## src/rtl/radar_track_arbiter_if.sv

```systemverilog
// Bundle between the track arbiter, its requesters and the target-tracking unit.
// Pure wiring, no latency.
// No backpressure: requests are level samples, results are single-cycle pulses.
interface radar_track_arbiter_if;
    logic [3:0]  req;
    logic        ttu_target_locked;
    logic [13:0] ttu_distance;
    logic [1:0]  ttu_state;
    logic        track_target_command;
    logic [3:0]  grant;
    logic        busy;
    logic        result_valid;
    logic [1:0]  result_id;
    logic [13:0] result_distance;
    logic        result_timeout;

    // Requester / tracking-unit side
    modport master (
        output req, ttu_target_locked, ttu_distance, ttu_state,
        input  track_target_command, grant, busy, result_valid,
               result_id, result_distance, result_timeout
    );

    // Arbiter side
    modport slave (
        input  req, ttu_target_locked, ttu_distance, ttu_state,
        output track_target_command, grant, busy, result_valid,
               result_id, result_distance, result_timeout
    );
endinterface

```

## src/rtl/radar_track_arbiter.sv

```systemverilog
// Arbitrates 4 requesters for one tracking unit: command, wait for lock or timeout, report, cool down.
// Latency: grant one edge after pending seen with tracking unit IDLE; result CMD_CYC + wait + 1 edges later.
// Backpressure: requests wait in pending bits while busy or ttu_state != IDLE; macro TRACK_ARB_STRICT_PRIORITY_EN selects fixed priority.
module radar_track_arbiter #(
    parameter int unsigned TIMEOUT_CYC = 200,
    parameter int unsigned CMD_CYC     = 2,
    parameter int unsigned GUARD_CYC   = 4
) (
    input  logic                 clk,
    input  logic                 rst,
    radar_track_arbiter_if.slave bus
);

    typedef enum logic [2:0] {
        IDLE      = 3'd0,
        CMD       = 3'd1,
        WAIT_LOCK = 3'd2,
        REPORT    = 3'd3,
        COOLDOWN  = 3'd4
    } state_t;

    localparam logic [7:0]  CMD_LAST   = 8'(CMD_CYC - 1);
    localparam logic [7:0]  GUARD_LAST = 8'(GUARD_CYC - 1);
    localparam logic [15:0] TO_LAST    = 16'(TIMEOUT_CYC - 1);

    state_t      state_q, state_d;
    logic [3:0]  pending_q, pending_d;
    logic [1:0]  rr_ptr_q, rr_ptr_d;
    logic [3:0]  grant_q, grant_d;
    logic [1:0]  gidx_q, gidx_d;
    logic [7:0]  cnt_q, cnt_d;
    logic [15:0] timer_q, timer_d;
    logic        cmd_q, cmd_d;
    logic        res_vld_q, res_vld_d;
    logic [1:0]  res_id_q, res_id_d;
    logic [13:0] res_dist_q, res_dist_d;
    logic        res_to_q, res_to_d;

    logic [3:0]  clr_mask;
    logic        sel_found;
    logic [1:0]  sel_idx;
    logic [1:0]  cand;

    // Pick the next requester among pending bits.
    always_comb begin
        sel_found = 1'b0;
        sel_idx   = '0;
        cand      = '0;
`ifdef TRACK_ARB_STRICT_PRIORITY_EN
        // Descending scan so the lowest pending index is the last (winning) hit.
        for (int i = 3; i >= 0; i--) begin
            if (pending_q[i]) begin
                sel_found = 1'b1;
                sel_idx   = 2'(i);
            end
        end
`else
        // Descending offset scan from the pointer so the nearest index after the last grant wins.
        for (int i = 3; i >= 0; i--) begin
            cand = rr_ptr_q + 2'(i);
            if (pending_q[cand]) begin
                sel_found = 1'b1;
                sel_idx   = cand;
            end
        end
`endif
    end

    // Next-state and output-register logic for the session FSM.
    always_comb begin
        state_d    = state_q;
        rr_ptr_d   = rr_ptr_q;
        grant_d    = grant_q;
        gidx_d     = gidx_q;
        cnt_d      = cnt_q;
        timer_d    = timer_q;
        cmd_d      = 1'b0;
        res_vld_d  = 1'b0;
        res_id_d   = res_id_q;
        res_dist_d = res_dist_q;
        res_to_d   = res_to_q;
        clr_mask   = 4'b0000;

        unique case (state_q)
            IDLE: begin
                if (sel_found && (bus.ttu_state == 2'b00)) begin
                    state_d  = CMD;
                    grant_d  = 4'b0001 << sel_idx;
                    gidx_d   = sel_idx;
                    rr_ptr_d = sel_idx + 2'd1;
                    cnt_d    = '0;
                    cmd_d    = 1'b1;
                end
            end
            CMD: begin
                if (cnt_q == CMD_LAST) begin
                    state_d = WAIT_LOCK;
                    timer_d = '0;
                end else begin
                    cnt_d = cnt_q + 8'd1;
                    cmd_d = 1'b1;
                end
            end
            WAIT_LOCK: begin
                // Lock is checked first so a lock on the last timer cycle still reports a distance.
                if (bus.ttu_target_locked) begin
                    state_d    = REPORT;
                    res_vld_d  = 1'b1;
                    res_id_d   = gidx_q;
                    res_dist_d = bus.ttu_distance;
                    res_to_d   = 1'b0;
                end else if (timer_q == TO_LAST) begin
                    state_d    = REPORT;
                    res_vld_d  = 1'b1;
                    res_id_d   = gidx_q;
                    res_dist_d = '0;
                    res_to_d   = 1'b1;
                end else begin
                    timer_d = timer_q + 16'd1;
                end
            end
            REPORT: begin
                clr_mask = grant_q;
                grant_d  = '0;
                cnt_d    = '0;
                state_d  = COOLDOWN;
            end
            COOLDOWN: begin
                if (cnt_q == GUARD_LAST) begin
                    state_d = IDLE;
                end else begin
                    cnt_d = cnt_q + 8'd1;
                end
            end
            default: begin
                state_d = IDLE;
                grant_d = '0;
            end
        endcase

        // A new request in the REPORT cycle re-arms the bit being cleared.
        pending_d = (pending_q & ~clr_mask) | bus.req;
    end

    // State and datapath registers; reset aborts any session without a result pulse.
    always_ff @(posedge clk) begin
        if (rst) begin
            state_q    <= IDLE;
            pending_q  <= '0;
            rr_ptr_q   <= '0;
            grant_q    <= '0;
            gidx_q     <= '0;
            cnt_q      <= '0;
            timer_q    <= '0;
            cmd_q      <= 1'b0;
            res_vld_q  <= 1'b0;
            res_id_q   <= '0;
            res_dist_q <= '0;
            res_to_q   <= 1'b0;
        end else begin
            state_q    <= state_d;
            pending_q  <= pending_d;
            rr_ptr_q   <= rr_ptr_d;
            grant_q    <= grant_d;
            gidx_q     <= gidx_d;
            cnt_q      <= cnt_d;
            timer_q    <= timer_d;
            cmd_q      <= cmd_d;
            res_vld_q  <= res_vld_d;
            res_id_q   <= res_id_d;
            res_dist_q <= res_dist_d;
            res_to_q   <= res_to_d;
        end
    end

    assign bus.track_target_command = cmd_q;
    assign bus.grant                = grant_q;
    assign bus.busy                 = (state_q != IDLE);
    assign bus.result_valid         = res_vld_q;
    assign bus.result_id            = res_id_q;
    assign bus.result_distance      = res_dist_q;
    assign bus.result_timeout       = res_to_q;

endmodule

```

## src/flat_wrapper.sv

```systemverilog
// flat-port wrapper written by rule: the top's interface ports become plain ports
module radar_track_arbiter_flat 
#(
    parameter int unsigned TIMEOUT_CYC = 200,
    parameter int unsigned CMD_CYC     = 2,
    parameter int unsigned GUARD_CYC   = 4
)
  (clk, rst, bus_req, bus_ttu_target_locked, bus_ttu_distance, bus_ttu_state, bus_track_target_command, bus_grant, bus_busy, bus_result_valid, bus_result_id, bus_result_distance, bus_result_timeout);
  radar_track_arbiter_if bus_i ();
  input  logic clk;
  input  logic rst;
  input wire logic [$bits(bus_i.req)-1:0] bus_req;
  input wire logic [$bits(bus_i.ttu_target_locked)-1:0] bus_ttu_target_locked;
  input wire logic [$bits(bus_i.ttu_distance)-1:0] bus_ttu_distance;
  input wire logic [$bits(bus_i.ttu_state)-1:0] bus_ttu_state;
  output wire logic [$bits(bus_i.track_target_command)-1:0] bus_track_target_command;
  output wire logic [$bits(bus_i.grant)-1:0] bus_grant;
  output wire logic [$bits(bus_i.busy)-1:0] bus_busy;
  output wire logic [$bits(bus_i.result_valid)-1:0] bus_result_valid;
  output wire logic [$bits(bus_i.result_id)-1:0] bus_result_id;
  output wire logic [$bits(bus_i.result_distance)-1:0] bus_result_distance;
  output wire logic [$bits(bus_i.result_timeout)-1:0] bus_result_timeout;
  assign bus_i.req = bus_req;
  assign bus_i.ttu_target_locked = bus_ttu_target_locked;
  assign bus_i.ttu_distance = bus_ttu_distance;
  assign bus_i.ttu_state = bus_ttu_state;
  assign bus_track_target_command = bus_i.track_target_command;
  assign bus_grant = bus_i.grant;
  assign bus_busy = bus_i.busy;
  assign bus_result_valid = bus_i.result_valid;
  assign bus_result_id = bus_i.result_id;
  assign bus_result_distance = bus_i.result_distance;
  assign bus_result_timeout = bus_i.result_timeout;
  radar_track_arbiter #(.TIMEOUT_CYC(TIMEOUT_CYC), .CMD_CYC(CMD_CYC), .GUARD_CYC(GUARD_CYC)) u_core (.clk(clk), .rst(rst), .bus(bus_i));
endmodule
```

## config.mk

```make
export PLATFORM = sky130hd
export DESIGN_NAME = radar_track_arbiter_flat
export DESIGN_NICKNAME = d
export VERILOG_FILES = /design/src/rtl/radar_track_arbiter_if.sv /design/src/rtl/radar_track_arbiter.sv /design/src/flat_wrapper.sv
export SDC_FILE = /design/constraint.sdc
export NUM_CORES = 1
export LEC_CHECK = 0
export CORE_MARGIN = 2
export CORE_UTILIZATION = 47
export DETAILED_ROUTE_END_ITERATION = 16
export PLACE_DENSITY = 0.85
export REMOVE_ABC_BUFFERS = 1
export SETUP_SLACK_MARGIN = 0.2
export SLEW_MARGIN = 10
export SYNTH_ARGS = -nofsm -noshare
export SYNTH_HDL_FRONTEND = slang
export SYNTH_SLANG_ARGS = --single-unit
```

## constraint.sdc

```tcl
create_clock -name clk -period 1.9 [get_ports clk]
set_input_delay 0.38 -clock clk [delete_from_list [all_inputs] [get_ports clk]]
set_output_delay 0.38 -clock clk [all_outputs]
set_load 0.02 [all_outputs]
```

==> results.ini <==
[hold_path]
hold_class=register to register

[worst_setup_path]
worstPathRequired_ns=2.13
crit_type=register to register
r2r_end=u_core.timer_q[8]
regToRegStartpoint=u_core.cnt_q[7]
arrival_ns=2.21
cp-start-kind=register
r2r_slack_ns=-0.08
endpoint=u_core.timer_q[8]
cpPeakStageDelay_ns=0.61
crit_chain=or4_4 -> nor4_4 -> buf_4 -> buf_6 -> o21ai_2 -> xor2_1 -> nor2_1
cp_max_fo=6
cp_slowest_cell=or4_4
reg2reg_depth=7
critical_path.endpoint_type=register
crit_start=u_core.cnt_q[7]

[clock_tree]
hold_buffers=0
clk_latency_ns=0.35
clkTransAtPathRegs_ns=0.08
h-tree-depth=3
cts_tree=yes
clk_path_buf_depth=2
numClockSinks=58
cts_root_buf=clkbuf_8
numCtsBuffers=9

[logic_synthesis]
ys_seq_elements=58
synth_edf_count=0
synth_ff_type=dfxtp_1
synthesis.area_um2=2700
ys_types=55
postSynthCellCount=301
synthArstFlopShare_pct=0
yosysWarnings=0
syn_area_per_cell_um2=8.96
seq_area_frac_synth_pct=43.0

[finish]
final_common_cell=dfxtp_1
drive_gt1_share_pct=32.5
final_area_um2=4120
final_cell_mix=49 x dfxtp_1, 45 x nor2_1, 43 x buf_4, 32 x clkdlybuf4s50_1, 16 x a22oi_1
antenna_cells=0
layoutNonFillerInstCount=472
area_growth_pct=52.8
fin_nets=425

[grt]
overflow=0
grt_pass1_wl_um=11300
grt_pass1_vias=2578
grt_max_degree=30
antenna_found_initial=0
track_usage_pct=22.6

[die]
rows=27
start_util_pct=48.7
die_y_um=79.8
ios=47
die_w_um=79.8
die_area_um2=6360
coreArea_um2=5540

[detailed_routing]
drtIter0Drc=139
antenna_left=0
vias=2664
viasPerCell=5.64
dr.pass1.iters=4
routed_wl_um=7750
drc_errors=0
routedWlPerCell_um=16.4

[placement]
numPlacedInstances=433
io_buffers=46
gp_congestion=0.810
dp_hpwl_um=4230
dpl-instance-area_um2=3390

[timing]
rsz0062_at_grt=yes
hold_viol=0
finalMaxSlewViolations=0
finalCritPeriodShare_pct=104
whs_ns=0.491
finalWorstSetupSlack_ns=-0.0809
worst_pin_slew_ns=0.572
finalSetupViolCount=6
fmaxAchievable_mhz=505
relSlewSlack_pct=61.8
skew_ns=0.0112
fin_crit_ns=1.98

[power]
leakage_nw=1.75
p_per_area_nw_per_um2=718
peakVddDrop_mv=0.446
p_total_mw=2.96

[status]
violations=negative setup slack
outcome=finished with violations

[job]
maxCapViolCount=0

kinds of logic (layout without fill, tap and decap cells):
logic type | Yosys count | count (layout) | synth area share [%]
muxes | 8 | 8 | 2.97
adders and majority gates | 8 | 8 | 3.62
buffers and inverters | 22 | 120 | 4.13
AOI/OAI and AO/OA | 68 | 68 | 17.0
DFF | 58 | 58 | 43.0
xor gates and xnor gates | 12 | 12 | 3.90
and+or+nand+nor | 125 | 126 | 25.4
state kept, by name (all words and copies together) (netlist names):
| signal | count |
|---|---|
| u_core.pending_q | 4 |
| u_core.bus.track_target_command | 1 |
| u_core.gidx_q | 2 |
| u_core.bus.result_timeout | 1 |
| u_core.bus.result_valid | 1 |
| u_core.rr_ptr_q | 2 |
| u_core.timer_q | 16 |
| u_core.bus.result_distance | 14 |
| u_core.cnt_q | 8 |
| u_core.bus.result_id | 2 |
| u_core.bus.grant | 4 |
| u_core.state_q | 3 |
where the power goes:
group	internal, mW	leakage (nW)	switching, mW
Sequential	1.24	0.474	0.0258
Combinational	0.187	1.17	0.194
Clock	0.746	0.106	0.563
Total	2.18	1.75	0.783
cell type report:
type | instances | area [um2]
sequential | 58 | 1170
clock inverter | 7 | 101
multi-input combinational | 222 | 1680
tap | 72 | 90.1
timing repair buffer | 97 | 926
fill | 357 | 1420
clock buffer | 9 | 124
inverter | 7 | 26.3
routing by layer:
| layer | vias up | global-route usage, % | part of all wire (%) |
|---|---|---|---|
| met5 | - | 0 | 0 |
| met4 | 0 | 13.2 | 1.7 |
| met3 | 13 | 4.64 | 4.7 |
| met2 | 86 | 39.8 | 54 |
| met1 | 1295 | 25.1 | 40 |
| li1 | 1270 | - | - |
worst max-delay path, delay by kind of cell (launching register included):
kind / cells / cell delay (ns)
flip-flops: 1 / 0.32
AO/OA/AOI/OAI: 1 / 0.06
XOR/XNOR: 1 / 0.18
AND/OR/NAND/NOR: 3 / 1.03
buffers and inverters: 2 / 0.27
stage by stage:
stage	utilization, %	setup TNS [ns]	setup slack [ns]
CTS	69.6	-0.00483	-0.00483
global route	74.4	-0.856	-0.121
floorplan	-	-2.05	-0.150
detailed placement	61.2	-0.628	-0.0981
global placement	61.2	-0.0117	-0.00632
finish	74.4	-0.179	-0.0809
timing repair:
item	in CTS	in global routing
endpoints found under the setup margin	48	56
cloned	1	2
pin swaps	19	28
setup buffers	17	3
gates resized for setup	37	55
synth_stat cells (all sizes together), types with 7 or more instances:
| master | number | share of area [%] |
|---|---|---|
| dfxtp | 58 | 43 |
| nor2 | 52 | 7.2 |
| a21oi | 19 | 3.7 |
| a22oi | 17 | 4.7 |
| nand2 | 14 | 1.9 |
| o21ai | 11 | 2.2 |
| xor2 | 11 | 3.6 |
| nand3 | 10 | 1.9 |
| clkbuf | 9 | 1.3 |
| and3 | 8 | 1.9 |
| mux2i | 8 | 3.0 |
| ha | 7 | 3.2 |
| inv | 7 | 0.97 |
| nor3 | 7 | 1.9 |
worst min-delay path by stage:
stage	depth (start not counted)	startpoint	end
final	2	u_core.timer_q[1]	u_core.timer_q[1]
after detailed placement	2	u_core.timer_q[1]	u_core.timer_q[1]
after global placement	2	u_core.timer_q[1]	u_core.timer_q[1]
after CTS	2	u_core.timer_q[1]	u_core.timer_q[1]
after floorplan	1	u_core.cnt_q[7]	u_core.cnt_q[7]
after global routing	2	u_core.timer_q[1]	u_core.timer_q[1]
Power figures use the tool's default switching activity.
